<file path="src/rtl/au_arbiter.sv">
// au_arbiter: round-robin share of one arithmetic unit among NREQ requesters; operands latched at grant.
// Latency: req seen in IDLE at cycle 0 -> au_start cycle 1 -> rsp_valid the cycle after au_done (>= 4 cycles/op).
// Backpressure: requesters hold req until their rsp_valid; losers just wait. Optional watchdog: AU_ARB_TIMEOUT_EN.
module au_arbiter #(
  parameter int W       = 24,
  parameter int NREQ    = 2,
  parameter int TMO_CYC = 64
) (
  input  logic                clk,
  input  logic                rst_n,
  input  logic [NREQ-1:0]     req,
  input  logic [2*NREQ-1:0]   req_op,
  input  logic [W*NREQ-1:0]   req_r,
  input  logic [W*NREQ-1:0]   req_s,
  output logic [NREQ-1:0]     grant,
  output logic [NREQ-1:0]     rsp_valid,
  output logic [W-1:0]        rsp_result,
  output logic                rsp_err,
  output logic                au_start,
  output logic [1:0]          au_op,
  output logic [W-1:0]        au_r,
  output logic [W-1:0]        au_s,
  input  logic [W-1:0]        au_result,
  input  logic                au_done
);

  localparam int RW = (NREQ > 1) ? $clog2(NREQ) : 1;

  localparam logic [1:0] ST_IDLE  = 2'd0;
  localparam logic [1:0] ST_ISSUE = 2'd1;
  localparam logic [1:0] ST_WAIT  = 2'd2;
  localparam logic [1:0] ST_RESP  = 2'd3;

  logic [1:0]      state_q, state_d;
  logic [RW-1:0]   rr_q, rr_d;
  logic [RW-1:0]   owner_q, owner_d;
  logic [NREQ-1:0] grant_q, grant_d;
  logic [1:0]      op_q, op_d;
  logic [W-1:0]    r_q, r_d;
  logic [W-1:0]    s_q, s_d;
  logic [W-1:0]    result_q, result_d;

  logic            pick_vld;
  logic [RW-1:0]   pick_idx;
  logic [NREQ-1:0] pick_oh;
  logic [1:0]      pick_op;
  logic [W-1:0]    pick_r;
  logic [W-1:0]    pick_s;

`ifdef AU_ARB_TIMEOUT_EN
  localparam int CW = $clog2(TMO_CYC + 1);
  logic [CW-1:0]   cnt_q, cnt_d;
  logic            err_q, err_d;
`else
  // The watchdog limit has no role when the watchdog is not built.
  logic            unused_tmo_cfg;
  assign unused_tmo_cfg = (TMO_CYC > 0);
`endif

  // Round-robin pick: first pass covers indices >= rr pointer, second pass wraps to the low indices.
  always_comb begin
    pick_vld = 1'b0;
    pick_idx = '0;
    pick_oh  = '0;
    pick_op  = '0;
    pick_r   = '0;
    pick_s   = '0;
    for (int k = 0; k < 2*NREQ; k++) begin
      if (!pick_vld && req[k % NREQ] && ((k >= NREQ) || (RW'(k) >= rr_q))) begin
        pick_vld = 1'b1;
        pick_idx = RW'(k % NREQ);
        pick_oh[k % NREQ] = 1'b1;
        pick_op  = req_op[2*(k % NREQ) +: 2];
        pick_r   = req_r[W*(k % NREQ) +: W];
        pick_s   = req_s[W*(k % NREQ) +: W];
      end
    end
  end

  // Next-state logic: IDLE -> ISSUE -> WAIT -> RESP -> IDLE, one op in flight.
  always_comb begin
    state_d  = state_q;
    rr_d     = rr_q;
    owner_d  = owner_q;
    grant_d  = grant_q;
    op_d     = op_q;
    r_d      = r_q;
    s_d      = s_q;
    result_d = result_q;
`ifdef AU_ARB_TIMEOUT_EN
    cnt_d    = cnt_q;
    err_d    = err_q;
`endif
    case (state_q)
      ST_IDLE: begin
        // A late au_done landing here is deliberately ignored.
        if (pick_vld) begin
          owner_d = pick_idx;
          grant_d = pick_oh;
          op_d    = pick_op;
          r_d     = pick_r;
          s_d     = pick_s;
          state_d = ST_ISSUE;
        end
      end
      ST_ISSUE: begin
`ifdef AU_ARB_TIMEOUT_EN
        cnt_d   = '0;
        err_d   = 1'b0;
`endif
        state_d = ST_WAIT;
      end
      ST_WAIT: begin
        if (au_done) begin
          result_d = au_result;
          state_d  = ST_RESP;
        end
`ifdef AU_ARB_TIMEOUT_EN
        else if (cnt_q == CW'(TMO_CYC)) begin
          result_d = '0;
          err_d    = 1'b1;
          state_d  = ST_RESP;
        end else begin
          cnt_d = cnt_q + 1'b1;
        end
`endif
      end
      ST_RESP: begin
        rr_d    = (owner_q == RW'(NREQ - 1)) ? '0 : owner_q + 1'b1;
        grant_d = '0;
        state_d = ST_IDLE;
      end
      default: state_d = ST_IDLE;
    endcase
  end

  // State and latched-operand registers; reset aborts any op in flight without a response.
  always_ff @(posedge clk or negedge rst_n) begin
    if (!rst_n) begin
      state_q  <= ST_IDLE;
      rr_q     <= '0;
      owner_q  <= '0;
      grant_q  <= '0;
      op_q     <= '0;
      r_q      <= '0;
      s_q      <= '0;
      result_q <= '0;
`ifdef AU_ARB_TIMEOUT_EN
      cnt_q    <= '0;
      err_q    <= 1'b0;
`endif
    end else begin
      state_q  <= state_d;
      rr_q     <= rr_d;
      owner_q  <= owner_d;
      grant_q  <= grant_d;
      op_q     <= op_d;
      r_q      <= r_d;
      s_q      <= s_d;
      result_q <= result_d;
`ifdef AU_ARB_TIMEOUT_EN
      cnt_q    <= cnt_d;
      err_q    <= err_d;
`endif
    end
  end

  assign grant      = grant_q;
  assign rsp_valid  = (state_q == ST_RESP) ? grant_q : '0;
  assign rsp_result = result_q;
  assign au_start   = (state_q == ST_ISSUE);
  assign au_op      = op_q;
  assign au_r       = r_q;
  assign au_s       = s_q;
`ifdef AU_ARB_TIMEOUT_EN
  assign rsp_err    = (state_q == ST_RESP) & err_q;
`else
  assign rsp_err    = 1'b0;
`endif

endmodule
</file>
<file path="config.mk">
export PLATFORM = sky130hd
export DESIGN_NAME = au_arbiter
export DESIGN_NICKNAME = d
export VERILOG_FILES = /design/src/rtl/au_arbiter.sv
export SDC_FILE = /design/constraint.sdc
export NUM_CORES = 1
export LEC_CHECK = 0
export ABC_AREA = 1
export ABC_CLOCK_PERIOD_IN_PS = 3150
export CAP_MARGIN = 20
export CELL_PAD_IN_SITES_DETAIL_PLACEMENT = 1
export CELL_PAD_IN_SITES_GLOBAL_PLACEMENT = 1
export CORE_MARGIN = 2
export CORE_UTILIZATION = 29
export DETAILED_ROUTE_END_ITERATION = 6
export GPL_ROUTABILITY_DRIVEN = 0
export PLACE_DENSITY_LB_ADDON = 0.1
export REMOVE_ABC_BUFFERS = 1
export SYNTH_ARGS = -nofsm -noshare
export SYNTH_HDL_FRONTEND = slang
export SYNTH_SLANG_ARGS = --single-unit
</file>
<file path="constraint.sdc">
create_clock -name clk -period 3.15 [get_ports clk]
set_input_delay 0.63 -clock clk [delete_from_list [all_inputs] [get_ports clk]]
set_output_delay 0.63 -clock clk [all_outputs]
set_load 0.01 [all_outputs]
</file>
==> flow_metrics.tcl, run 1 <==
set metrics [dict create \
    synth_top_area_cell "dfrtp_1" \
    hold_violations 0 \
    reg2reg_to "au_r[2]$_DFFE_PN0P_" \
    cts_resized 0 \
    finalCritPeriodShare_pct 71.47 \
    clock_path_buffers 2 \
    wl_per_cell_um 16.90 \
    numCtsBuffers 9 \
    pre_cts_ws_ns 0.8138 \
    cp.arrival_ns 1.62 \
    startpoint "state_q[1]$_DFFE_PN0P_" \
    drt_iter0_markers 197 \
    dr.pass1.iters 4 \
    final_nets 756 \
    seq_area_frac_synth_pct 54.68 \
    synth-compound-area-share_pct 1.196 \
    r2r-start "state_q[1]$_DFFE_PN0P_" \
    cts_max_level 3 \
    synth_top_family_by_area "simple AND/OR/NAND/NOR gates" \
    ys_seq_elements 80 \
    grt_max_degree 57 \
    worstPathCellList "ha_1 -> nand2_1 -> inv_1 -> clkdlybuf4s50_1" \
    syn_area_per_cell_um2 8.494 \
    die_w_um 116.4 \
    reg2reg_slack_ns 1.12 \
    grt_pass1_wl_um 21420 \
    synthSimpleGateAreaFrac_pct 36.88 \
    synth_area_leaders "dfrtp_1 (55%), nand3_1 (21%), nand2_1 (11%)" \
    status "finished, final reports clean" \
    synthAdderAreaFrac_pct 1.367 \
    synth_mux_area_share_pct 0 \
    max-vdd-ir-drop_v 0.0003366 \
    hpwl_um 9448 \
    n_antenna_cell 0 \
    slew_headroom_pct 49.01 \
    synth_xor_area_share_pct 0 \
    finClkSkew_ns 0.005183 \
    layout_min_cycle_time_ns 2.251 \
    wl_um 13520 \
    final-setup-viol-count 0 \
    via_count 3899 \
    crit_type "reg -> out" \
    cp.depth 4 \
    fp-row-count 41 \
    cts_tree "yes" \
    drive_gt1_share_pct 5.096 \
    cts.sinks 80 \
    drc 0 \
    grt_use_total_pct 20.53 \
    worst_slew_pin_slew_ns 0.7630 \
    cts-root-buf "clkbuf_16" \
    critPathCaptureType "output port" \
    synth_cells 431 \
    io_buffers 207 \
    final_area_mm2 0.006197 \
    mostFrequentLayoutCells "clkdlybuf4s50_1 (206), nand3_1 (157), nand2_1 (111)" \
    finalSetupTns_ns 0 \
    final.setup.worst_slack_ns 0.8986 \
    fmax_mhz 444.2 \
    reg2regPathDepth 8 \
    postCtsHoldBufs 0 \
    core_region_area_mm2 0.01247 \
    slew_viol_final 0 \
    min_path_type "in -> async" \
    ys_warn_count 0 \
    cp_max_fo 4 \
    rsz0062_at_grt "false" \
    synth_top_area_share_pct 54.68 \
    die_area_mm2 0.01354 \
    die_h_um 116.4 \
    critPathLaunchType "flop" \
    cp.buffers_inverters 2 \
    area_growth_pct 69.28 \
    grt_pass1_vias 4128 \
    power.density_mw_per_mm2 905.0 \
    yosysUniqueCellTypes 17 \
    insertion_delay_ns 0.34 \
    netlist_area_mm2 0.003661 \
    vias_per_cell 4.874 \
    ioPinCount 209 \
    critPathTopFamily "buffers and inverters" \
    worstPathRequired_ns 2.52 \
    antenna_found_initial 0 \
    grt-ovfl-total 0 \
    cap_violations 0 \
    slowest_delay_ns 0.56 \
    cp-endpoint "rsp_valid[1]" \
    post_cts_buffers 0 \
    placed_cell_area_mm2 0.005897 \
    start_util_pct 29.37 \
    antenna_left 0 \
    power_leakage_nw 2.759 \
    final_common_cell "clkdlybuf4s50_1" \
    slowest_stage "clkdlybuf4s50_1" \
    clk_pin_slew_ns 0.06 \
]
[cells in the mapped netlist]
cell type,count
ha_1,4
o21ai_0,2
clkbuf_1,12
dfrtp_1,80
inv_2,1
a21oi_1,2
conb_1,1
nor2_4,1
nand4_1,20
buf_4,1
buf_2,25
o21ai_2,1
nand2_1,112
o211ai_1,2
inv_1,8
nand3_1,157
nor2_1,2
[layer usage]
metal  part of all wire (%)  track usage [%]  wire length, um
met4                    1.6            7.222              215
met2                     47            34.50             6411
met3                    8.3            6.072             1125
met5                      0                0                0
met1                     43            25.17             5771
[flip-flops by register name, indices dropped and copies added, names as in the netlist]
name        count
grant           2
au_r           24
rr_q            1
au_op           2
rsp_result     24
state_q         2
au_s           24
owner_q         1
[report_power, final]
part	internal, mW	switching (mW)	total (mW)
Combinational	1.36	1.38	2.74
Clock	0.655	0.410	1.07
Sequential	1.53	0.274	1.80
Total	3.54	2.06	5.61
[logic make-up (layout without fill, tap and decap cells)]
family                     count (synthesis)  count (layout)
buffers and inverters                     47             244
and+or+nand+nor                          292             292
DFF                                       80              80
adders and majority gates                  4               4
AOI/OAI and AO/OA                          7               7
other                                      1               1
[worst min-delay path by stage]
stage                              startpoint                        end  slack (ns)  cells after the start
finish                                  rst_n        au_r[4]$_DFFE_PN0P_        0.28                      1
global placement          owner_q$_DFFE_PN0P_           rr_q$_DFFE_PN0P_        0.45                      1
global route                            rst_n        au_r[4]$_DFFE_PN0P_        0.31                      1
floorplan                               rst_n       au_op[0]$_DFFE_PN0P_        0.33                      0
detailed placement  rsp_result[7]$_DFFE_PN0P_  rsp_result[7]$_DFFE_PN0P_        0.46                      2
CTS                                     rst_n        au_r[4]$_DFFE_PN0P_        0.29                      1
[final cells by class]
class,instances,area (um^2)
inverters,9,33.78
well taps,172,215.2
clock buffers,13,260.3
fillers,1462,6269
flip-flops and latches,80,2002
multi-input cells,304,1461
repair buffers,219,2185
clock inverters,3,40.04
[worst register-to-register path: stages (launching register included)]
cell	delay [ns]
dfrtp_1	0.42
inv_1	0.10
ha_1	0.14
buf_4	0.30
inv_2	0.10
nor2_4	0.12
buf_4	0.46
nand3_1	0.21
nand3_1	0.12
[metrics by stage]
stage / util (%) / hold WS, ns / power (mW) / std cells
6_report: 49.71 / 0.2757 / 5.609 / 800
2_1_floorplan: - / 0.3344 / 2.984 / 393
4_1_cts: 49.71 / 0.2908 / 5.698 / 800
3_3_place_gp: 47.31 / 0.4518 / 4.505 / 784
3_5_place_dp: 47.31 / 0.4633 / 4.594 / 784
5_1_grt: 49.71 / 0.3139 / 6.036 / 800
Note: power is estimated with default switching activity, not from simulation.
==> inputs of run 2 (changes only) <==
--- a/config.mk
+++ b/config.mk
@@ -6,12 +6,12 @@
 export NUM_CORES = 1
 export LEC_CHECK = 0
 export ABC_AREA = 1
-export ABC_CLOCK_PERIOD_IN_PS = 3150
+export ABC_CLOCK_PERIOD_IN_PS = 1900
 export CAP_MARGIN = 20
 export CELL_PAD_IN_SITES_DETAIL_PLACEMENT = 1
 export CELL_PAD_IN_SITES_GLOBAL_PLACEMENT = 1
 export CORE_MARGIN = 2
-export CORE_UTILIZATION = 29
+export CORE_UTILIZATION = 24
 export DETAILED_ROUTE_END_ITERATION = 6
 export GPL_ROUTABILITY_DRIVEN = 0
 export PLACE_DENSITY_LB_ADDON = 0.1
==> constraint.sdc (replaced) <==
create_clock -name clk -period 1.9 [get_ports clk]
set_input_delay 0.38 -clock clk [delete_from_list [all_inputs] [get_ports clk]]
set_output_delay 0.38 -clock clk [all_outputs]
set_load 0.01 [all_outputs]
==> flow_metrics.tcl, run 2 (synthesis gave the netlist of run 1 again) <==
set metrics [dict create \
    status "finished, final reports clean" \
    vias_per_cell 4.819 \
    drive_gt1_share_pct 6.289 \
    ioPinCount 209 \
    wl_per_cell_um 17.52 \
    worst_slew_pin_slew_ns 0.5243 \
    finClkSkew_ns 0.005039 \
    hold_violations 0 \
    n_antenna_cell 0 \
    cts_tree "yes" \
    grt-ovfl-total 0 \
    regArea_mm2 0.002002 \
    crit_type "reg -> reg" \
    numCtsBuffers 9 \
    cts.sinks 80 \
    grt_pass1_vias 4291 \
    cp_max_fo 31 \
    dp.cells 806 \
    hold_ws_ns 0.004614 \
    antenna_found_initial 0 \
    area_growth_pct 74.09 \
    power.density_mw_per_mm2 1518 \
    cts-root-buf "clkbuf_16" \
    final_nets 764 \
    fmax_mhz 575.3 \
    postCtsHoldBufs 0 \
    finalCritPeriodShare_pct 91.48 \
    reg2regPathDepth 8 \
    grt_use_total_pct 18.16 \
    dr.pass1.iters 4 \
    layout_min_cycle_time_ns 1.738 \
    fill_cells 1700 \
    die_h_um 127.5 \
    fp-row-count 45 \
    power_leakage_nw 2.841 \
    min_path_type "in -> async" \
    cp.arrival_ns 1.96 \
    final-setup-viol-count 0 \
    clock_path_buffers 2 \
    insertion_delay_ns 0.34 \
    rsz0062_at_grt "false" \
    hpwl_um 10290 \
    die_area_mm2 0.01626 \
    final_common_cell "clkdlybuf4s50_1" \
    io_buffers 207 \
    via_count 3971 \
    cap_violations 0 \
    cts_max_level 3 \
    finalSetupTns_ns 0 \
    antenna_left 0 \
    critPathLaunchType "flop" \
    mostFrequentLayoutCells "clkdlybuf4s50_1 (203), nand3_1 (157), nand2_1 (111)" \
    wl_um 14440 \
    drc 0 \
    critPathCaptureType "flop" \
    die_w_um 127.5 \
    core_region_area_mm2 0.01503 \
    max-vdd-ir-drop_v 0.0005887 \
    utilization_pct 42.40 \
    grt_pass1_wl_um 23120 \
    slew_headroom_pct 65.05 \
    drt_iter0_markers 183 \
    start_util_pct 24.35 \
    fin_cells 824 \
    clk_pin_slew_ns 0.06 \
    multi_input_area_mm2 0.001471 \
    slew_viol_final 0 \
    grt_max_degree 50 \
    worstPathRequired_ns 2.13 \
]
[run 2: cell count changes in the layout (fill, tap and decap cells not counted), sizes merged]
cell / change
bufinv: +1
buf: +8
clkinv: -1
clkdlybuf4s50: -3
dlygate4sd2: +3
[run 2: power breakdown]
part           internal [mW]  switching (mW)
sequential              2.53           0.458
combinational           2.43            2.37
clock                   1.19           0.699
total                   6.14            3.53
[run 2: layout make-up]
cell class	instances	area share (%)
inverters	9	0.5300
repair buffers	227	36.34
well taps	188	3.691
multi-input cells	304	23.09
clock buffers	13	3.926
flip-flops and latches	80	31.41
clock inverters	3	1.021
[run 2: through the flow]
| step | power [mW] | cell area (um^2) | setup WS (ns) |
|---|---|---|---|
| detailed placement | 7.878 | 6045 | 0.09051 |
| global placement | 7.733 | 6045 | 0.1483 |
| global route | 10.42 | 6374 | 0.03292 |
| finish | 9.672 | 6374 | 0.1618 |
| floorplan | 4.946 | 3483 | -0.5006 |
| CTS | 9.868 | 6374 | 0.1576 |
[run 2: path summary, 6_finish.rpt]
| check | start | endpoint | slack, ns |
|---|---|---|---|
| max in group asynchronous | rst_n | au_r[22]$_DFFE_PN0P_ | 1.22 |
| worst min register to register | rsp_result[7]$_DFFE_PN0P_ | rsp_result[7]$_DFFE_PN0P_ | 0.47 |
| worst max register to register | state_q[0]$_DFFE_PN0P_ | au_s[18]$_DFFE_PN0P_ | 0.16 |
| min in group clk | rsp_result[7]$_DFFE_PN0P_ | rsp_result[7]$_DFFE_PN0P_ | 0.47 |
| worst max-delay path | state_q[0]$_DFFE_PN0P_ | au_s[18]$_DFFE_PN0P_ | 0.16 |
| worst min-delay path | rst_n | au_r[9]$_DFFE_PN0P_ | 0.005 |
[run 2: per-layer routing]
layer	vias to the layer above	track usage (%)	part of all wire [%]	wire [um]
met2	152	29.92	48	6964
met3	14	7.245	9.7	1394
met5	-	0	0	0
met1	1940	22.34	41	5897
met4	0	4.396	1.3	182
li1	1865	-	-	-
[run 2: worst max-delay path, stage by stage (launching register included)]
cell	delay [ns]
dfrtp_1	0.39
buf_4	0.14
inv_1	0.09
ha_1	0.19
buf_4	0.31
o21ai_4	0.13
buf_12	0.19
nand2_1	0.08
nand3_1	0.08
[run 2: what timing repair did]
item / CTS / global route
hold endpoints to repair: 0 / 0
buffers inserted: 2 / 0
setup endpoints to repair: 3 / 0
gates resized for setup: 4 / 0
